===== src/rtl/noc_pkg.sv =====
// Shared NoC router constants, allocator mode encoding and port-index helpers.
package noc_pkg;

   localparam int PORT_N        = 0;
   localparam int PORT_S        = 1;
   localparam int PORT_E        = 2;
   localparam int PORT_W        = 3;
   localparam int PORT_L        = 4;
   localparam int NOC_NUM_PORTS = 5;
   localparam int PTR_W_MAX     = 4;

   typedef enum logic {
      ALLOC_RR  = 1'b0,
      ALLOC_TDM = 1'b1
   } alloc_mode_e;

   // Wrap by comparing against num_ports-1 so non-power-of-2 port counts stay in range.
   function automatic logic [PTR_W_MAX-1:0] wrap_inc(input logic [PTR_W_MAX-1:0] idx,
                                                     input logic [PTR_W_MAX:0]   num_ports);
      return ({1'b0, idx} == (num_ports - 5'd1)) ? {PTR_W_MAX{1'b0}} : (idx + 4'd1);
   endfunction

endpackage


===== src/rtl/noc_rr_arb.sv =====
// Single-output switch arbiter: round-robin with head-to-tail packet lock, or
// a request-blind TDM rotation over the inputs.
module noc_rr_arb
   import noc_pkg::*;
#(
   parameter int NUM_PORTS   = NOC_NUM_PORTS,
   parameter int OUT_IDX     = 0,
   parameter bit ALLOW_UTURN = 1'b0,
   parameter int MODE        = 0
) (
   input  logic                 clk,
   input  logic                 rst,
   input  logic [NUM_PORTS-1:0] i_req,
   input  logic [NUM_PORTS-1:0] i_tail,
   input  logic                 i_ready,
   output logic [NUM_PORTS-1:0] o_grant
);

   localparam int                   PTR_W      = $clog2(NUM_PORTS);
   localparam logic [PTR_W_MAX:0]   NP         = (PTR_W_MAX + 1)'(NUM_PORTS);
   localparam logic [PTR_W-1:0]     OUT_P      = PTR_W'(OUT_IDX);
   localparam logic [NUM_PORTS-1:0] ONE        = {{(NUM_PORTS - 1){1'b0}}, 1'b1};
   localparam logic [NUM_PORTS-1:0] UTURN_MASK = ALLOW_UTURN ? {NUM_PORTS{1'b0}} : (ONE << OUT_IDX);

   typedef enum logic {
      ST_IDLE   = 1'b0,
      ST_LOCKED = 1'b1
   } arb_state_e;

   arb_state_e           r_state;
   logic [PTR_W-1:0]     r_ptr;
   logic [PTR_W-1:0]     r_owner;
   logic                 w_release;
   logic                 w_found;
   logic                 w_hit;
   logic [NUM_PORTS-1:0] w_elig;
   logic [PTR_W-1:0]     w_start;
   logic [PTR_W-1:0]     w_idx;
   logic [PTR_W-1:0]     w_win;
   logic [PTR_W-1:0]     w_tdm_inc;
   logic [PTR_W-1:0]     w_tdm_next;

   function automatic logic [PTR_W-1:0] inc(input logic [PTR_W-1:0] v);
      return PTR_W'(wrap_inc(PTR_W_MAX'(v), NP));
   endfunction

   // Release detection, eligible set and next TDM slot.
   // The owner's request on its release cycle is the tail being consumed, not a new packet.
   always_comb begin
      w_release  = (r_state == ST_LOCKED) && i_ready && (|(o_grant & i_req & i_tail));
      w_start    = w_release ? inc(r_owner) : r_ptr;
      w_elig     = i_req & ~UTURN_MASK & ~(w_release ? o_grant : {NUM_PORTS{1'b0}});
      w_tdm_inc  = inc(r_ptr);
      w_tdm_next = (!ALLOW_UTURN && (w_tdm_inc == OUT_P)) ? inc(w_tdm_inc) : w_tdm_inc;
   end

   // Round-robin priority search starting at w_start.
   always_comb begin
      w_found = 1'b0;
      w_hit   = 1'b0;
      w_win   = w_start;
      w_idx   = w_start;
      for (int k = 0; k < NUM_PORTS; k++) begin
         w_hit   = !w_found && w_elig[w_idx];
         w_win   = w_hit ? w_idx : w_win;
         w_found = w_found | w_hit;
         w_idx   = inc(w_idx);
      end
   end

   // Grant/lock state machine and pointer update.
   always_ff @(posedge clk) begin
      if (rst) begin
         o_grant <= {NUM_PORTS{1'b0}};
         r_state <= ST_IDLE;
         r_ptr   <= inc(OUT_P);
         r_owner <= {PTR_W{1'b0}};
      end else if (MODE == int'(ALLOC_TDM)) begin
         o_grant <= ONE << r_ptr;
         r_ptr   <= w_tdm_next;
      end else if ((r_state == ST_IDLE) || w_release) begin
         if (w_release) begin
            r_ptr <= inc(r_owner);
         end else begin
            r_ptr <= r_ptr;
         end
         if (w_found) begin
            o_grant <= ONE << w_win;
            r_owner <= w_win;
            r_state <= ST_LOCKED;
         end else begin
            o_grant <= {NUM_PORTS{1'b0}};
            r_state <= ST_IDLE;
         end
      end else begin
         o_grant <= o_grant;
      end
   end

endmodule


===== src/rtl/noc_switch_allocator.sv =====
// NoC router switch allocator: one noc_rr_arb per output, request transpose,
// transfer reduction to per-input grants, and requester-contract assertions.
module noc_switch_allocator
   import noc_pkg::*;
#(
   parameter int NUM_PORTS   = NOC_NUM_PORTS,
   parameter bit ALLOW_UTURN = 1'b0,
   parameter int MODE        = 0
) (
   input  logic                                clk,
   input  logic                                rst,
   input  logic [NUM_PORTS-1:0][NUM_PORTS-1:0] in_req_i,
   input  logic [NUM_PORTS-1:0]                in_tail_i,
   input  logic [NUM_PORTS-1:0]                out_ready_i,
   output logic [NUM_PORTS-1:0][NUM_PORTS-1:0] out_grant_o,
   output logic [NUM_PORTS-1:0]                in_gnt_o
);

   logic [NUM_PORTS-1:0][NUM_PORTS-1:0] w_req_t;   // [out][in]
   logic [NUM_PORTS-1:0][NUM_PORTS-1:0] w_xfer;    // [out][in]

   for (genvar o = 0; o < NUM_PORTS; o++) begin : g_out
      for (genvar i = 0; i < NUM_PORTS; i++) begin : g_in
         assign w_req_t[o][i] = in_req_i[i][o];
      end

      assign w_xfer[o] = out_grant_o[o] & w_req_t[o] & {NUM_PORTS{out_ready_i[o]}};

      noc_rr_arb #(
         .NUM_PORTS   (NUM_PORTS),
         .OUT_IDX     (o),
         .ALLOW_UTURN (ALLOW_UTURN),
         .MODE        (MODE)
      ) u_arb (
         .clk     (clk),
         .rst     (rst),
         .i_req   (w_req_t[o]),
         .i_tail  (in_tail_i),
         .i_ready (out_ready_i[o]),
         .o_grant (out_grant_o[o])
      );
   end

   // An input transfers when any output's crossbar select moves its flit.
   always_comb begin
      in_gnt_o = {NUM_PORTS{1'b0}};
      for (int o = 0; o < NUM_PORTS; o++) begin
         in_gnt_o = in_gnt_o | w_xfer[o];
      end
   end

   for (genvar i = 0; i < NUM_PORTS; i++) begin : g_chk
      a_req_onehot: assert property (@(posedge clk) disable iff (rst) $onehot0(in_req_i[i]));
      if (MODE == int'(ALLOC_RR)) begin : g_hold
         a_req_hold: assert property (@(posedge clk) disable iff (rst)
            ((|in_req_i[i]) && !in_gnt_o[i]) |=> $stable(in_req_i[i]));
      end
   end

endmodule


===== config.mk =====
export PLATFORM = sky130hd
export DESIGN_NAME = noc_switch_allocator
export DESIGN_NICKNAME = d
export VERILOG_FILES = /design/src/rtl/noc_pkg.sv /design/src/rtl/noc_rr_arb.sv /design/src/rtl/noc_switch_allocator.sv
export SDC_FILE = /design/constraint.sdc
export NUM_CORES = 1
export LEC_CHECK = 0
export CAP_MARGIN = 30
export CELL_PAD_IN_SITES_DETAIL_PLACEMENT = 1
export CELL_PAD_IN_SITES_GLOBAL_PLACEMENT = 2
export CORE_ASPECT_RATIO = 1.25
export CORE_MARGIN = 2
export CORE_UTILIZATION = 38
export CTS_BUF_LIST = sky130_fd_sc_hd__clkbuf_2 sky130_fd_sc_hd__clkbuf_4 sky130_fd_sc_hd__clkbuf_8
export DETAILED_ROUTE_END_ITERATION = 6
export PLACE_DENSITY = 0.9
export RECOVER_POWER = 25
export SYNTH_ARGS = -nofsm -noshare
export SYNTH_HDL_FRONTEND = slang
export SYNTH_SLANG_ARGS = --single-unit

===== constraint.sdc =====
create_clock -name clk -period 17 [get_ports clk]
set_input_delay 2.55 -clock clk [delete_from_list [all_inputs] [get_ports clk]]
set_output_delay 2.55 -clock clk [all_outputs]
set_load 0.03 [all_outputs]

Word level (Yosys, flattened, before mapping)

Cells that the tools add are included.

Bits in registers: 60
Bits in latches: 0
Bits in writable memories: 0
Bits in read-only memories: 0
Input port bits: 37
Output and inout bits: 30
Logic and storage cells: 334
Memories: 0

Add/subtract/negate cells: 25
Multiply operators: 0
Div/mod/pow operators: 0
$lt $le $gt $ge: 25
Eq/ne operators: 25
Shifts and indexed selects: 5
Mux-type cells: 115
Bitwise logic cells: 54
Reduce and logical (&&, ||, !) cells: 65

Operators with widths:

| operator                                                                      | number |
|---|---|
| 3-bit 2-to-1 mux                                                              | 50 |
| 3-bit by 4-bit less-than comparator with 1-bit output (second input constant) | 25 |
| 5-bit AND                                                                     | 19 |
| 3-bit by 1-bit adder with 3-bit output (second input constant)                | 25 |
| 1-bit binary-select mux with 3-bit select                                     | 25 |
| 3-bit == test (second input constant)                                         | 25 |
| 5-bit 2-to-1 mux                                                              | 10 |
| 1-bit logical AND                                                             | 30 |
| 1-bit 2-to-1 mux                                                              | 30 |
| 5-bit NOT                                                                     | 5 |
| 5-bit OR reduction                                                            | 5 |
| 1-bit by 3-bit << shifter with 5-bit output (first input constant)            | 5 |
| 1-bit logical NOT                                                             | 20 |
| 1-bit OR                                                                      | 20 |
| 5-bit OR                                                                      | 4 |
| 2-bit AND reduction                                                           | 5 |
| 4-bit by 5-bit AND with 5-bit output                                          | 1 |
| 1-bit logical OR                                                              | 5 |
| 1-bit NOT                                                                     | 5 |

Logic depth before layout (Yosys ltp)

Depth after elaboration: 23
Gate-level depth with buffers: 28
Depth with buffers taken out: 26

Modules after synthesis

From an unflattened synthesis, not the netlist that was laid out.

Cells, all modules: 1,059
Area total of the unflattened synthesis: 8,310.5 µm²

By module, submodules not included:

| module                      | times used | cells each | area an instance (µm²) | seq. area each (µm²) |
|---|---|---|---|---|
| noc_rr_arb (g_out[2].u_arb) | 1          | 215        | 1,767.9                | 240.2 |
| noc_rr_arb (g_out[3].u_arb) | 1          | 219        | 1,722.9                | 240.2 |
| noc_rr_arb (g_out[4].u_arb) | 1          | 204        | 1,616.6                | 240.2 |
| noc_rr_arb (g_out[0].u_arb) | 1          | 206        | 1,591.5                | 240.2 |
| noc_rr_arb (g_out[1].u_arb) | 1          | 185        | 1,432.6                | 240.2 |
| noc_switch_allocator        | 1          | 30         | 178.9                  | 0.0 |

Least setup slack after synthesis

Ideal clock, no wire load.

Kind: input port to flip-flop
Start: in in_tail_i[0]
End: reg g_out[0].u_arb.o_grant[4]
Setup time: 0.070 ns
Arrival: 7.325 ns
Data required time: 16.930 ns
Path slack: 9.604 ns
Stages: 26
Buffers on the path: 4
Cell sequence: buf_6 -> nand3_1 -> and4_1 -> buf_2 -> mux2_2 -> nand2_1 -> ha_1 -> clkbuf_1 -> clkinv_1 -> a211oi_1 -> o211ai_1 -> nand2_1 -> ha_1 -> clkbuf_1 -> nor2_1 -> nand2_1 -> a211oi_1 -> a311oi_1 -> o21ai_0 -> o211ai_1 -> mux2i_1 -> mux2_2 -> nor3_1 -> or2_1 -> or3_1 -> a21oi_1

Word-level cells in the longest chain between the ends: 22
Elaborated cells on any way between the ends: 48
Those cells by class: 4 x add/sub; 4 x eq/ne; 1 x shift; 21 x mux; 7 x bitwise; 11 x reduce/logical

Ends and longest elaborated chain:

| item                                                                                            | RTL line                   | RTL |
|---|---|---|
| from (decl)                                                                                     | noc_switch_allocator.sv:13 | `input logic [NUM_PORTS-1:0] in_tail_i,` |
| 5-bit AND (*)                                                                                   | noc_rr_arb.sv:50           | `w_release = (r_state == ST_LOCKED) && i_ready && (\|(o_grant & i_req & i_tail));` |
| 5-bit OR reduction (*)                                                                          | noc_rr_arb.sv:50           |  |
| 1-bit logical AND (*)                                                                           | noc_rr_arb.sv:50           |  |
| parallel branches: the longest is 19 deep, another holds 3-bit by 1-bit adder with 3-bit output | --                         |  |
| to (signal assigned)                                                                            | noc_rr_arb.sv:88           | `o_grant <= ONE << w_win;` |
| to (signal assigned)                                                                            | noc_rr_arb.sv:92           | `o_grant <= {NUM_PORTS{1'b0}};` |
| to (signal assigned)                                                                            | noc_rr_arb.sv:96           | `o_grant <= o_grant;` |
| to (decl)                                                                                       | noc_rr_arb.sv:16           | `output logic [NUM_PORTS-1:0] o_grant` |

Mark *: on every way between the ends. The select of a mux whose other input is x is not followed.
A chain may end at the register's enable or synchronous reset.

Final worst setup path

Start: in in_tail_i[1]
End: reg g_out[1].u_arb.o_grant[2]

Word-level cells in the longest chain between the ends: 22
Elaborated cells on any way between the ends: 48
Those cells by class: 4 x add/sub; 4 x eq/ne; 1 x shift; 21 x mux; 7 x bitwise; 11 x reduce/logical

Ends and longest elaborated chain:

| item                                                                                            | RTL line |
|---|---|
| 5-bit AND (*)                                                                                   | noc_rr_arb.sv:50 |
| 5-bit OR reduction (*)                                                                          | noc_rr_arb.sv:50 |
| 1-bit logical AND (*)                                                                           | noc_rr_arb.sv:50 |
| parallel branches: the longest is 19 deep, another holds 3-bit by 1-bit adder with 3-bit output | -- |
| to (signal assigned)                                                                            | noc_rr_arb.sv:88 |
| to (signal assigned)                                                                            | noc_rr_arb.sv:92 |
| to (signal assigned)                                                                            | noc_rr_arb.sv:96 |
| to (decl)                                                                                       | noc_rr_arb.sv:16 |

Marked as above.

==> run summary <==
Synthesized-area fraction occupied by ao, oa, aoi and oai cells -> 0.317
Maximum fanout along the worst path -> 14
Skew-Pair Late Insertion Delay -> 0.36 ns
Final-report max-slew violation count -> 0
Area taken by multi-input logic gates -> 0.00638 sq mm
H-tree depth reported by CTS -> 3
Distinct cell type count after synthesis -> 102
Post-synthesis to final-layout area growth -> 13.4%
Startpoint type of the worst setup path -> primary input
Area of the mapped netlist -> 0.00796 sq mm
# diodes -> 0
Pre-Repair DR Iteration Count -> 5
Design Power -> 1.31 mW
Clk slew on worst S/H paths -> 0.07 ns
Relative max-transition margin -> 0.385
Number of standard-cell rows in the floorplan -> 59
Synth Area in Simple Gates -> 0.311
Most common cell type on the critical path -> sky130_fd_sc_hd__inv_1
Via count of the first global-routing pass -> 9280
Required @ worst endpoint -> 17.29 ns
Arrival time at the worst endpoint -> 9.22 ns
Via count of the routed design -> 8920
DRC errors left -> 0
Number of nets still failing antenna checks after routing -> 0
Initial antenna violation count -> 0
Net Count, Synth -> 1177
Die footprint -> 0.0221 sq mm
Largest buffer count on any clock path -> 2
Quantity of hold-fixing buffers added after cts -> 0
Maximum clock skew at final layout -> 0.00441 ns
Number of endpoints failing setup at the final stage -> 0
Fmax achieved -> 112 MHz
Avg Inst Size Synth -> 7.21 sq um
Layout cells sized above 1 -> 0.0787
DRT iter0 DRCs -> 645
Post-synthesis register bit count -> 60
Global placement routability congestion -> 0.917
Synthesis warning total -> 0
Mux share of post-synthesis cell area -> 0.117
Cell at the root of the clock tree -> sky130_fd_sc_hd__clkbuf_8
Static Leak -> 3.60 nW
Setup repair after global routing missed its margin -> no
Crit Path Category -> in2reg
Number of I/O pins -> 67
Starting Density -> 0.385
Post-synthesis adder-cell area fraction -> 0.0566
Average routed wire per standard cell -> 20.4 microns
Post-CTS resize count -> 0
CORE AREA -> 0.0207 sq mm
Pre-CTS WS -> 7.83 ns
Power density relative to cell area -> 145 mW/mm^2
Final period utilization -> 0.525
Xor-xnor portion of the synthesized cell area -> 0
Number of nets in the layout -> 1226
Clock period minus worst slack -> 8.93 ns
Type of the most critical hold path -> reg2reg
Worst vdd rail ir drop -> 0.0905 mV
Final count of hold timing violations -> 0
Cell Chain, Critical Path -> dlygate4sd3_1, nand3_2, and4_1, mux2i_4, or2_4, ha_1, inv_1, nand3_1, o22ai_1, o32ai_2, inv_1, ha_1, inv_1, nor2_1, nand4_1, mux2i_1, or3_1, mux2i_1, a31oi_2, nor4b_1, a211o_1, a32o_1, or4_1, a21oi_1
Y dimension of the die -> 166 microns
Count of maximum capacitance violations -> 0
Setup bufs post-CTS -> 0
Combinational family with the most area after synthesis -> compound AO/OA/AOI/OAI gates
CTS buffer count -> 9
GR Overflow Total -> 0
CP max-delay cell -> sky130_fd_sc_hd__dlygate4sd3_1
Number of enable flip-flop cells after synthesis -> 0
Total area of sequential cells -> 0.00120 sq mm
Fillers -> 2659
Total Negative Setup Slacks -> 0 ns
Die W -> 133 microns
Transition time at the pin with the least slew margin -> 0.897 ns
Predominant post-synthesis flop cell -> sky130_fd_sc_hd__dfxtp_1
Post-route setup slack -> 8.07 ns
First-pass GRT wire length -> 47900 microns
Maximum number of pins on one net before global-route repair -> 44
Maximum single-stage delay on the critical path -> 0.71 ns
Share of synthesized area occupied by flip-flops and latches -> 0.151
Synthesized instance count -> 1104
DPL Wire Length -> 23700 microns
Outcome -> complete, no violations
Clock tree from TritonCTS -> built
IO buf count -> 66
Most common cell after layout, fill and taps aside -> sky130_fd_sc_hd__nand2_1
Via density per instance -> 6.23
Number of sinks on the clock net -> 60
Endpoint class of the critical path -> flop
WL final -> 29300 microns
Post-synth ARST share -> 0
Leading cell types in the layout, fill and taps excluded -> sky130_fd_sc_hd__nand2_1 (119), sky130_fd_sc_hd__nor2_1 (90), sky130_fd_sc_hd__a21oi_1 (73), sky130_fd_sc_hd__nand3_1 (67), sky130_fd_sc_hd__dfxtp_1 (60)
Total routing resource utilization after global routing -> 0.264
-- sequential cells by signal, summed over array words and instances, names as in the netlist --
name                 cells
g_out.u_arb.o_grant     25
g_out.u_arb.r_state      5
g_out.u_arb.r_ptr       15
g_out.u_arb.r_owner     15
-- per-stage QoR --
stage          cell area (sq um)   util  hold slack [ns]  std cells
3_3_place_gp                8830  0.427            0.467       1416
4_1_cts                     9020  0.437            0.484       1431
5_1_grt                     9020  0.437            0.523       1431
3_5_place_dp                8830  0.427            0.475       1416
2_1_floorplan               7960      -            0.450       1104
6_report                    9020  0.437            0.484       1431
-- report_power, final --
| group | total [mW] | internal [mW] | switching [mW] |
|---|---|---|---|
| Sequential | 0.204 | 0.167 | 0.0368 |
| Clock | 0.128 | 0.0700 | 0.0579 |
| Combinational | 0.977 | 0.377 | 0.600 |
-- critical path, delay by kind of cell --
family / cells / cell delay [ns]
compound gates: 6 / 1.52
buf+inv: 4 / 1.36
simple gates: 9 / 2.25
fa+ha+maj: 2 / 0.79
mux: 3 / 0.73
-- layer usage --
metal	wire length, microns	vias to the layer above	part of all wire	global-route usage
li1	-	4296	-	-
met1	12600	4316	0.43	0.328
met2	14400	237	0.49	0.458
met3	1140	71	0.039	0.0290
met4	1130	0	0.039	0.116
met5	0	-	0	0
-- worst paths after layout --
| path | from | slack, ns | depth (start not counted) | to |
|---|---|---|---|---|
| hold reg to reg | g_out[1].u_arb.r_owner[2] | 0.48 | 2 | g_out[1].u_arb.r_owner[2] |
| setup / recovery | in_tail_i[1] | 8.07 | 24 | g_out[1].u_arb.o_grant[2] |
| setup reg to reg | g_out[1].u_arb.r_owner[0] | 10.47 | 25 | g_out[1].u_arb.o_grant[2] |
| hold / removal | g_out[1].u_arb.r_owner[2] | 0.48 | 2 | g_out[1].u_arb.r_owner[2] |
-- cells by family after synthesis --
family                     after synthesis
AOI/OAI and AO/OA                      354
adders and majority gates               36
buffers and inverters                   94
DFF                                     60
muxes                                   85
and+or+nand+nor                        475
-- synthesized netlist by cell type (all sizes together), types with 6 or more instances --
library cell	number	area, sq um
clkbuf	17	63.8
or3	7	43.8
and2	28	178
o21ai	61	313
o211ai	24	185
and3	27	169
nand3	70	373
a211o	11	96.3
nor2	91	358
dfxtp	60	1200
a22oi	8	60.1
ha	36	450
a21boi	11	86.3
a21o	16	120
inv	62	233
o21a	7	52.6
o31ai	10	75.1
mux2i	60	613
a32oi	6	52.6
mux2	22	251
nand2	120	453
a31oi	18	119
nand4	21	146
o22ai	10	62.6
and4	6	52.6
o211a	8	87.6
a21oi	77	408
nor3	31	160
nor2b	10	70.1
or2	12	77.6
a211oi	29	245
a32o	6	60.1
buf	13	73.8
nand2b	19	119
nor4	13	96.3
-- cell type report --
cell class / count / share of cell area
multi-input cells: 950 / 0.707
flip-flops and latches: 60 / 0.133
repair buffers: 68 / 0.0743
well taps: 274 / 0.0380
inverters: 64 / 0.0266
clock buffers: 10 / 0.0153
clock inverters: 5 / 0.00582
Note: power is estimated with default switching activity, not from simulation.
